[config.mk]
export PLATFORM = sky130hd
export DESIGN_NAME = btb_lru_tracker_flat
export DESIGN_NICKNAME = d
export VERILOG_FILES = /design/src/rtl/btb_lru_tracker_if.sv /design/src/rtl/btb_lru_tracker.sv /design/src/flat_wrapper.sv
export SDC_FILE = /design/constraint.sdc
export NUM_CORES = 1
export LEC_CHECK = 0
export ABC_AREA = 1
export CAP_MARGIN = 20
export CORE_UTILIZATION = 37
export CTS_BUF_LIST = sky130_fd_sc_hd__clkbuf_4 sky130_fd_sc_hd__clkbuf_8
export DETAILED_ROUTE_END_ITERATION = 8
export PLACE_DENSITY = 0.53
export SETUP_SLACK_MARGIN = 0.15
export SLEW_MARGIN = 20
export SYNTH_ARGS = -nofsm -noshare
export SYNTH_HDL_FRONTEND = slang
export SYNTH_SLANG_ARGS = --single-unit
[constraint.sdc]
create_clock -name clk -period 8.6 [get_ports clk]
set_clock_uncertainty 0.1 [all_clocks]
set_input_delay 1.72 -clock clk [delete_from_list [all_inputs] [get_ports clk]]
set_output_delay 1.72 -clock clk [all_outputs]
set_load 0.02 [all_outputs]
[src/rtl/btb_lru_tracker_if.sv]
// Bus between the BTB controller and its true-LRU replacement tracker.
// Lock signals exist only when BTB_LRU_LOCK_EN is defined.
interface btb_lru_tracker_if #(
  parameter int LINE_W = 3
);
  logic              en;
  logic              hit;
  logic [LINE_W-1:0] hit_line;
  logic              inval;
  logic [LINE_W-1:0] inval_line;
  logic [LINE_W-1:0] lru_line;
  logic              lru_valid;
  logic              full;
`ifdef BTB_LRU_LOCK_EN
  logic              lock;
  logic [LINE_W-1:0] lock_line;
  logic              lock_set;
  logic              no_victim;

  modport master (
    output en, hit, hit_line, inval, inval_line, lock, lock_line, lock_set,
    input  lru_line, lru_valid, full, no_victim
  );
  modport slave (
    input  en, hit, hit_line, inval, inval_line, lock, lock_line, lock_set,
    output lru_line, lru_valid, full, no_victim
  );
`else
  modport master (
    output en, hit, hit_line, inval, inval_line,
    input  lru_line, lru_valid, full
  );
  modport slave (
    input  en, hit, hit_line, inval, inval_line,
    output lru_line, lru_valid, full
  );
`endif
endinterface

[src/rtl/btb_lru_tracker.sv]
// True-LRU replacement tracker for the BTB: one age rank and valid bit per line,
// combinational victim output. Optional per-line locking under BTB_LRU_LOCK_EN.
module btb_lru_tracker #(
  parameter int LINE_NUM = 8,
  parameter int LINE_W   = 3
) (
  input  logic              clk,
  input  logic              rst,
  btb_lru_tracker_if.slave  bus
);

  logic [LINE_W-1:0]   age_reg  [LINE_NUM];
  logic [LINE_W-1:0]   age_next [LINE_NUM];
  logic [LINE_NUM-1:0] valid_reg;
  logic [LINE_NUM-1:0] valid_next;
  logic [LINE_NUM-1:0] cand;
  logic [LINE_NUM-1:0] hit_sel;
  logic [LINE_NUM-1:0] inval_sel;
  logic [LINE_NUM-1:0] victim_sel;
  logic [LINE_NUM-1:0] touch_sel;
  logic [LINE_W-1:0]   victim;
  logic [LINE_W-1:0]   victim_age;
  logic [LINE_W-1:0]   hit_age;
  logic [LINE_W-1:0]   inval_age;
  logic [LINE_W-1:0]   touch_age;
  logic [LINE_W-1:0]   best_age;
  logic                victim_ok;
  logic                hit_ok;
  logic                inval_ok;
  logic                touch_do;
  logic                inval_do;

`ifdef BTB_LRU_LOCK_EN
  logic [LINE_NUM-1:0] lock_reg;
  logic [LINE_NUM-1:0] lock_next;
  logic [LINE_NUM-1:0] lock_sel;

  assign cand          = ~lock_reg;
  assign bus.no_victim = &(valid_reg & lock_reg);
`else
  assign cand = '1;
`endif

  // Out-of-range indices match no line, so their select vectors stay zero.
  for (genvar gi = 0; gi < LINE_NUM; gi++) begin : g_sel
    assign hit_sel[gi]    = (bus.hit_line   == LINE_W'(gi));
    assign inval_sel[gi]  = (bus.inval_line == LINE_W'(gi));
    assign victim_sel[gi] = (victim         == LINE_W'(gi));
`ifdef BTB_LRU_LOCK_EN
    assign lock_sel[gi]   = (bus.lock_line  == LINE_W'(gi));
`endif
  end

  assign hit_ok = |hit_sel;
  assign inval_ok = |inval_sel;

  // Lowest-index invalid candidate first, otherwise the oldest candidate.
  always_comb begin
    victim    = '0;
    victim_ok = 1'b0;
    best_age  = '0;
    for (int i = 0; i < LINE_NUM; i++) begin
      if (!victim_ok && !valid_reg[i] && cand[i]) begin
        victim    = LINE_W'(i);
        victim_ok = 1'b1;
      end
    end
    if (!victim_ok) begin
      for (int i = 0; i < LINE_NUM; i++) begin
        if (cand[i] && (!victim_ok || age_reg[i] > best_age)) begin
          victim    = LINE_W'(i);
          best_age  = age_reg[i];
          victim_ok = 1'b1;
        end
      end
    end
  end

  always_comb begin
    hit_age    = '0;
    inval_age  = '0;
    victim_age = '0;
    for (int i = 0; i < LINE_NUM; i++) begin
      if (hit_sel[i])    hit_age    = hit_age    | age_reg[i];
      if (inval_sel[i])  inval_age  = inval_age  | age_reg[i];
      if (victim_sel[i]) victim_age = victim_age | age_reg[i];
    end
  end

  // Invalidate wins over a same-cycle access; the controller re-issues it.
  assign inval_do  = bus.inval && inval_ok;
  assign touch_do  = bus.en && !bus.inval && (bus.hit ? hit_ok : victim_ok);
  assign touch_sel = bus.hit ? hit_sel : victim_sel;
  assign touch_age = bus.hit ? hit_age : victim_age;

  for (genvar gi = 0; gi < LINE_NUM; gi++) begin : g_next
    assign age_next[gi] =
        inval_do ? (inval_sel[gi]             ? LINE_W'(LINE_NUM-1) :
                    (age_reg[gi] > inval_age) ? age_reg[gi] - 1'b1  : age_reg[gi]) :
        touch_do ? (touch_sel[gi]             ? '0                  :
                    (age_reg[gi] < touch_age) ? age_reg[gi] + 1'b1  : age_reg[gi]) :
                   age_reg[gi];
    assign valid_next[gi] =
        (inval_do && inval_sel[gi])             ? 1'b0 :
        (touch_do && touch_sel[gi] && !bus.hit) ? 1'b1 : valid_reg[gi];
`ifdef BTB_LRU_LOCK_EN
    assign lock_next[gi] =
        (inval_do && inval_sel[gi]) ? 1'b0         :
        (bus.lock && lock_sel[gi])  ? bus.lock_set : lock_reg[gi];
`endif
  end

  always_ff @(posedge clk or posedge rst) begin
    if (rst) begin
      for (int i = 0; i < LINE_NUM; i++) begin
        age_reg[i] <= LINE_W'(LINE_NUM - 1 - i);
      end
      valid_reg <= '0;
`ifdef BTB_LRU_LOCK_EN
      lock_reg  <= '0;
`endif
    end else begin
      for (int i = 0; i < LINE_NUM; i++) begin
        age_reg[i] <= age_next[i];
      end
      valid_reg <= valid_next;
`ifdef BTB_LRU_LOCK_EN
      lock_reg  <= lock_next;
`endif
    end
  end

  assign bus.lru_line  = victim;
  assign bus.lru_valid = valid_reg[victim];
  assign bus.full      = &valid_reg;

endmodule

[src/flat_wrapper.sv]
// flat-port wrapper written by rule: the top's interface ports become plain ports
module btb_lru_tracker_flat 
#(
  parameter int LINE_NUM = 8,
  parameter int LINE_W   = 3
)
  (clk, rst, bus_en, bus_hit, bus_hit_line, bus_inval, bus_inval_line, bus_lru_line, bus_lru_valid, bus_full);
  btb_lru_tracker_if #(.LINE_W(LINE_W)) bus_i ();
  input  logic clk;
  input  logic rst;
  input wire logic [$bits(bus_i.en)-1:0] bus_en;
  input wire logic [$bits(bus_i.hit)-1:0] bus_hit;
  input wire logic [$bits(bus_i.hit_line)-1:0] bus_hit_line;
  input wire logic [$bits(bus_i.inval)-1:0] bus_inval;
  input wire logic [$bits(bus_i.inval_line)-1:0] bus_inval_line;
  output wire logic [$bits(bus_i.lru_line)-1:0] bus_lru_line;
  output wire logic [$bits(bus_i.lru_valid)-1:0] bus_lru_valid;
  output wire logic [$bits(bus_i.full)-1:0] bus_full;
  assign bus_i.en = bus_en;
  assign bus_i.hit = bus_hit;
  assign bus_i.hit_line = bus_hit_line;
  assign bus_i.inval = bus_inval;
  assign bus_i.inval_line = bus_inval_line;
  assign bus_lru_line = bus_i.lru_line;
  assign bus_lru_valid = bus_i.lru_valid;
  assign bus_full = bus_i.full;
  btb_lru_tracker #(.LINE_NUM(LINE_NUM), .LINE_W(LINE_W)) u_core (.clk(clk), .rst(rst), .bus(bus_i));
endmodule
==> results by group <==
Detailed routing
  • WL/cell: 17.8 µm
  • Final wirelength: between 15 and 20 mm
  • # DRC: 0
  • Starting DRT DRC Count: 559
  • Drt pass-1 iters: 6
  • Vias: approximately 5500
  • Via/cell ratio: 5.56
  • ANT nets after route: 0

Clock network
  • H-Tree Depth: 2
  • Clk_lat worst skew: between 300 and 400 ps
  • CTS tree: done
  • Clock root buffer: clkbuf_8
  • Number of hold buffers added after cts: 0
  • CTS Buf Count: 5
  • Clock sinks: 32
  • Clock Path Buffers: 2
  • Clock slew at reported path FFs: approximately 70 ps

Synthesis
  • Yosys top cell area share: between 10% and 20%
  • Most used flip-flop cell after synthesis: dfrtp_1
  • Post-Synth Adder-Cell Area: between 10% and 20%
  • Largest family of logic cells by synthesized area: simple AND/OR/NAND/NOR gates
  • Mapped Area: between 0.004 and 0.005 mm²
  • Compound-Gate Fraction of Synth Area: approximately a fifth
  • Synthesized area per cell: approximately 6.7 µm²
  • Synth cell count leaders: nand2_1 (149), inv_1 (77), ha_1 (71), a21oi_1 (65), nand3_1 (57)
  • Post-Synthesis Cells: approximately 700
  • Yosys warns: 0
  • Simple-Gate Fraction of Synth Area: 33.7%
  • Most frequent cell after synthesis: nand2_1
  • Fraction of the yosys area taken by sequential cells: 17.5%
  • Number of synthesized register bits: 32
  • Synth Area in XOR/XNOR: about 1.7%
  • Number of synthesized flops with an enable pin: 0
  • Biggest area consumer among synthesized cells: ha_1
  • Synthesized net count: a little under 800
  • Share of synthesized registers carrying an async set or reset: 100%
  • Distinct cells, synth: 42
  • Fraction of synthesized area in multiplexers: 0%
  • Top cells by area, synth: ha_1 (19%), nand2_1 (12%), dfrtp_1 (11%)

Status
  • Failing checks: setup timing
  • Status: complete, but fails checks

Timing
  • Fin crit share: 108%
  • Maximum clock rate: 107 MHz
  • Min Tclk post-route: about 9300 ps
  • Max Slew Vio Count: 0
  • Fin. Hold Viols: 0
  • RSZ-0062 raised after global routing: true
  • PnR worst setup slack: -728 ps
  • Rel. slew slack: 28.0%
  • Total negative slack: -13210 ps
  • Tightest Pin Transition: 1080 ps
  • Setup violators final: 27

Worst setup path
  • Cell mode on critical path: nand2_2
  • CP max stage cell: dfstp_2
  • CP Data Arrival Time: 7510 ps
  • R2R depth: 75
  • RR Startpoint: u_core.age_reg[22]$_DFFE_PP1P_
  • Internal reg-to-reg setup slack: -510 ps
  • Worst Setup Start Kind: flip-flop
  • Worst path required time: between 6000 and 7000 ps
  • CP max stage delay: 540 ps
  • WS Path Type: flip-flop to primary output
  • Worst flop-to-flop path endpoint: u_core.age_reg[8]$_DFFE_PP0P_
  • Crit Path Max Fanout: 7
  • CP endpoint kind: primary output

Floorplan
  • Area of the core: between 0.01 and 0.015 mm²
  • Die height: between 100 and 150 µm
  • Top Ports: 16
  • Die ar.: 0.0131 mm²
  • FP Rows: 40
  • Die Wd: approximately 110 µm
  • Initial Util: 38.4%

Global route
  • Overflow after GRT: 0
  • Total track usage: 27.9%
  • Number of global-route vias before repair: 5309
  • Initial antenna violation count: 0
  • First-pass GRT wire length: 27.3 mm
  • Pin count of the biggest net entering global routing: 33

Hold path
  • Worst hold endpoint: u_core.age_reg[9]$_DFFE_PP1P_
  • Hold path startpoint: u_core.age_reg[9]$_DFFE_PP1P_
  • Hold Crit Depth: 2
  • Worst hold path class: flip-flop to flip-flop

Layout
  • Share of cells above drive strength 1: 30.0%
  • Nets: 901
  • Fillers: roughly 1200
  • Largest register FFs: 24
  • Diodes inserted: 0
  • Syn-to-layout area delta: 34.7%

Run
  • Max cap viols: 0

Placement
  • Dpl hpwl: between 10 and 15 mm
  • # port buffers: 15
  • RePlAce Congestion: between 0.9 and 1
cell usage in the layout, fill, tap and decap left out, types with 4 or more instances in the layout:
cell / Yosys / final
nand2_1: 149 / 133
buf_4: 0 / 105
inv_1: 77 / 69
ha_1: 71 / 66
a21oi_1: 65 / 57
nand3_1: 57 / 53
nor2_1: 53 / 49
nand2_2: 25 / 36
o21ai_0: 41 / 30
dfrtp_1: 20 / 20
nor3_1: 14 / 13
o22ai_1: 13 / 13
clkdlybuf4s50_1: 0 / 12
dfstp_2: 12 / 12
nand2_4: 6 / 11
a31oi_1: 11 / 11
nand3b_1: 9 / 9
a21oi_2: 0 / 8
a32o_1: 8 / 8
buf_6: 0 / 8
inv_2: 0 / 7
nor2_4: 2 / 6
nand3_2: 4 / 6
o21ai_2: 0 / 6
a31o_2: 6 / 6
xnor2_1: 6 / 6
clkbuf_8: 0 / 6
ha_4: 0 / 5
o221ai_1: 4 / 4
per-layer routing:
layer / global-route usage, % / up-vias / share of wire [%]
li1: - / 2658 / -
met4: 11.3 / 0 / 2.8
met3: 5.40 / 48 / 6.7
met1: 35.0 / 2573 / 43
met2: 46.8 / 213 / 48
met5: 0 / - / 0
repair_timing:
action,4_1_cts,5_1_grt
gates resized for setup,53,33
buffers inserted,30,9
endpoints found under the setup margin,29,35
pin swaps,38,22
worst max path at each step:
stage | from | slack [ps] | cells past startpoint | endpoint
final | u_core.age_reg[22]$_DFFE_PP1P_ | -730 | 62 | bus_lru_line[2]
after global routing | u_core.age_reg[21]$_DFFE_PP1P_ | -1170 | 62 | bus_lru_line[2]
after CTS | u_core.age_reg[22]$_DFFE_PP1P_ | -610 | 61 | bus_lru_line[2]
after detailed placement | u_core.age_reg[21]$_DFFE_PP1P_ | -1080 | 61 | bus_lru_line[2]
after global placement | u_core.age_reg[21]$_DFFE_PP1P_ | -720 | 61 | bus_lru_line[1]
after floorplan | u_core.age_reg[22]$_DFFE_PP1P_ | -160 | 60 | bus_lru_line[2]
cell type report:
class / count / area (µm²) / share of cell area [%]
Timing Repair Buffer: 127 / 1030 / 16.4
Tap cell: 168 / 210 / 3.34
Multi-Input combinational cell: 573 / 3810 / 60.7
Clock buffer: 8 / 97.6 / 1.55
Sequential cell: 32 / 816 / 13.0
Inverter: 80 / 315 / 5.02
through the flow:
stage	area, µm²	worst slack, ps	util, %	hold WS, ps	std cells
6_report	6290	-728	51.7	378	988
5_1_grt	6290	-1170	51.7	408	988
4_1_cts	6070	-610	49.9	381	979
3_5_place_dp	5600	-1080	46.0	371	941
3_3_place_gp	5600	-716	46.0	368	941
2_1_floorplan	4720	-160	-	352	698
critical path: cells and delay by family, from the launching register on:
kind | cells | cell delay [ps]
AO/OA/AOI/OAI | 11 | 1130
adder cells (fa/ha/maj) | 8 | 2100
buffers and inverters | 8 | 470
flip-flops | 1 | 540
AND/OR/NAND/NOR | 35 | 2940
cell families after synthesis:
family	Yosys count
buffers and inverters	93
flip-flops	32
AND/OR/NAND/NOR	332
AO/OA/AOI/OAI	161
XOR/XNOR	9
adder cells (fa/ha/maj)	71
Power is left out: the tool's default activity adds up to more than one toggle a clock period on the data nets, which glitch-free logic cannot reach.
==> patch (same flow settings) <==
Reset style: synchronous (`rst`), changed in one clocked block.
--- a/src/rtl/btb_lru_tracker.sv
+++ b/src/rtl/btb_lru_tracker.sv
@@ -110,7 +110,7 @@
 `endif
   end
 
-  always_ff @(posedge clk or posedge rst) begin
+  always_ff @(posedge clk) begin
     if (rst) begin
       for (int i = 0; i < LINE_NUM; i++) begin
         age_reg[i] <= LINE_W'(LINE_NUM - 1 - i);
Function: differs if rst is asserted again (counterexample within 4 cycles, from zero or initial values and one cycle with rst high); with rst held inactive, the same outputs for 10 cycles.
==> patch against the unedited design <==
  * The run still ends with setup timing left
  * Worst hold slack better by 0.018 ns
  * Highest routed layer unchanged
  * Largest cell class unchanged
  * Cell area is 6.8% higher
  * Core utilization is 3.7 points higher
  * Fmax hardly changed
  * Non-clock buffer count is 32 higher
  * Sequential cell count stayed put
  * Wire length is 8.0% higher
  * Worst setup slack worse by 0.0014 ns
  * Synthesized area is 0.54% lower
  * First-iteration DRC count is 22% lower
Power is left out: the tool's default activity adds up to more than one toggle a clock period on the data nets, which glitch-free logic cannot reach.
==> patch: results (changes against the unedited design) <==
### Critical path
* **Slowest Stage Delay on Critical Path** 0.36 ns, -0.18 ns
* **Worst Reg2Reg Path Length in Cells** 76, +1.3%
* **data arrival time of the critical path** 9.41 ns, +1.90 ns
* **worst r2r dst** u_core.age_reg[1][0]
* **highest net fanout along the worst path** 8, +1
* **CP max stage cell** sky130_fd_sc_hd__dfxtp_2

### Status
* **run status** complete, but fails checks
* **violated checks** setup timing

### STA
* **worst-case hold slack** 0.396 ns, +0.0181 ns
* **worst slew margin relative to its limit** 0.197, -0.0831
* **worst setup slack after layout** -0.729 ns, -0.00141 ns
* **final setup violating endpoints** 27, unchanged

### Yosys
* **top post-synthesis cells by count** 147 x sky130_fd_sc_hd__nand2_1, 81 x sky130_fd_sc_hd__inv_1, 71 x sky130_fd_sc_hd__ha_1, 63 x sky130_fd_sc_hd__nor2_1, 57 x sky130_fd_sc_hd__a21oi_1
* **Post-Synthesis Net Count** 796, +2.1%
* **Async S/R FF share, synth** 0, -1.00
* **top cells by area, synth** sky130_fd_sc_hd__ha_1 19%, sky130_fd_sc_hd__dfxtp_1 14%, sky130_fd_sc_hd__nand2_1 12%
* **number of unique standard cell types used by synthesis** 53, +26%
* **most used flip-flop cell after synthesis** sky130_fd_sc_hd__dfxtp_1
* **sequential element share of the synthesized area** 0.138, -0.0368
* **mean post-synth cell area** 6.50 um2, -2.8%

### Place
* **detailed placement HPWL** 13,300 um, +1.4%
* **Cell Count Post-Placement** 960, +2.0%
* **cell area after placement** 5640 um2, +0.74%
* **GP Congestion** 0.897, -9.7%

### Detailed routing
* **Via density** 5.59, +0.64%
* **wire length per cell** 18.4 um, +3.1%

### Hold path
* **Hold Crit Start** u_core.valid_reg[2]

### GRT
* **number of global-route vias before repair** 5,597, +5.4%
* **global-route wire length before repair** 29,300 um, +7.2%
* **aggregate global-route resource usage** 0.296, +0.0172

### Layout
* **proportion of layout cells with a drive suffix above 1** 0.348, +0.0483

### Clock tree
* **clock slew at reported path FFs** 0.09 ns, +0.02 ns

==> patch: repair_timing <==
| item | 4_1_cts | 5_1_grt |
|---|---|---|
| resized for setup | 44 | 69 |
| pin swaps | 46 | 31 |
| setup endpoints to repair | 27 | 35 |
| setup buffers | 61 | 6 |
==> patch: how the worst max path moves through the flow <==
| stage | from | slack (ns) | endpoint |
|---|---|---|---|
| 2_1_floorplan | u_core.valid_reg[3] | -0.19 | bus_lru_line[2] |
| 3_3_place_gp | u_core.valid_reg[3] | -0.67 | u_core.age_reg[0][0] |
| 3_5_place_dp | u_core.valid_reg[3] | -0.98 | u_core.age_reg[0][0] |
| 4_1_cts | u_core.valid_reg[1] | -0.69 | bus_lru_line[2] |
| 5_1_grt | u_core.valid_reg[1] | -1.21 | u_core.age_reg[1][2] |
| 6_report | u_core.valid_reg[0] | -0.73 | u_core.age_reg[1][0] |
==> patch: layout make-up <==
| class | instances | area (um2) | area share |
|---|---|---|---|
| clock buffer | 5 | 68.8 | 0.0103 |
| clock inverter | 3 | 42.5 | 0.00634 |
| inverter | 85 | 337 | 0.0501 |
| multi-input combinational | 583 | 4140 | 0.617 |
| sequential | 32 | 648 | 0.0966 |
| tap | 168 | 210 | 0.0313 |
| timing repair buffer | 159 | 1260 | 0.188 |
==> patch: cells by family (layout without fill, tap and decap cells) <==
family	count (synthesis)	count (layout)	share of synthesized area
AO/OA/AOI/OAI	151	151	0.203
XOR/XNOR	10	10	0.0189
adder cells (fa/ha/maj)	71	71	0.191
buffers and inverters	99	252	0.0833
flip-flops	32	32	0.138
AND/OR/NAND/NOR	351	351	0.365
==> patch: critical path, delay by kind of cell (launching register included) <==
| kind | cells | cell delay [ns] |
|---|---|---|
| AND/OR/NAND/NOR | 31 | 2.61 |
| adder cells (fa/ha/maj) | 4 | 1.01 |
| buffers and inverters | 33 | 3.88 |
| flip-flops | 1 | 0.36 |
| AO/OA/AOI/OAI | 8 | 1.23 |
==> patch: per-layer routing <==
layer | up-vias | share of wire | global-route usage
li1 | 2770 | - | -
met1 | 2722 | 0.42 | 0.361
met2 | 212 | 0.47 | 0.492
met3 | 86 | 0.054 | 0.0489
met4 | 0 | 0.054 | 0.170
met5 | - | 0 | 0
==> patch: per-stage QoR <==
stage                      util  setup TNS [ns]  setup WS, ns
after detailed placement  0.465          -25.18        -0.984
after global routing      0.554          -31.00         -1.21
after global placement    0.465          -16.84        -0.672
after CTS                 0.522          -17.27        -0.690
after floorplan               -           -2.96        -0.194
final                     0.554          -18.52        -0.729
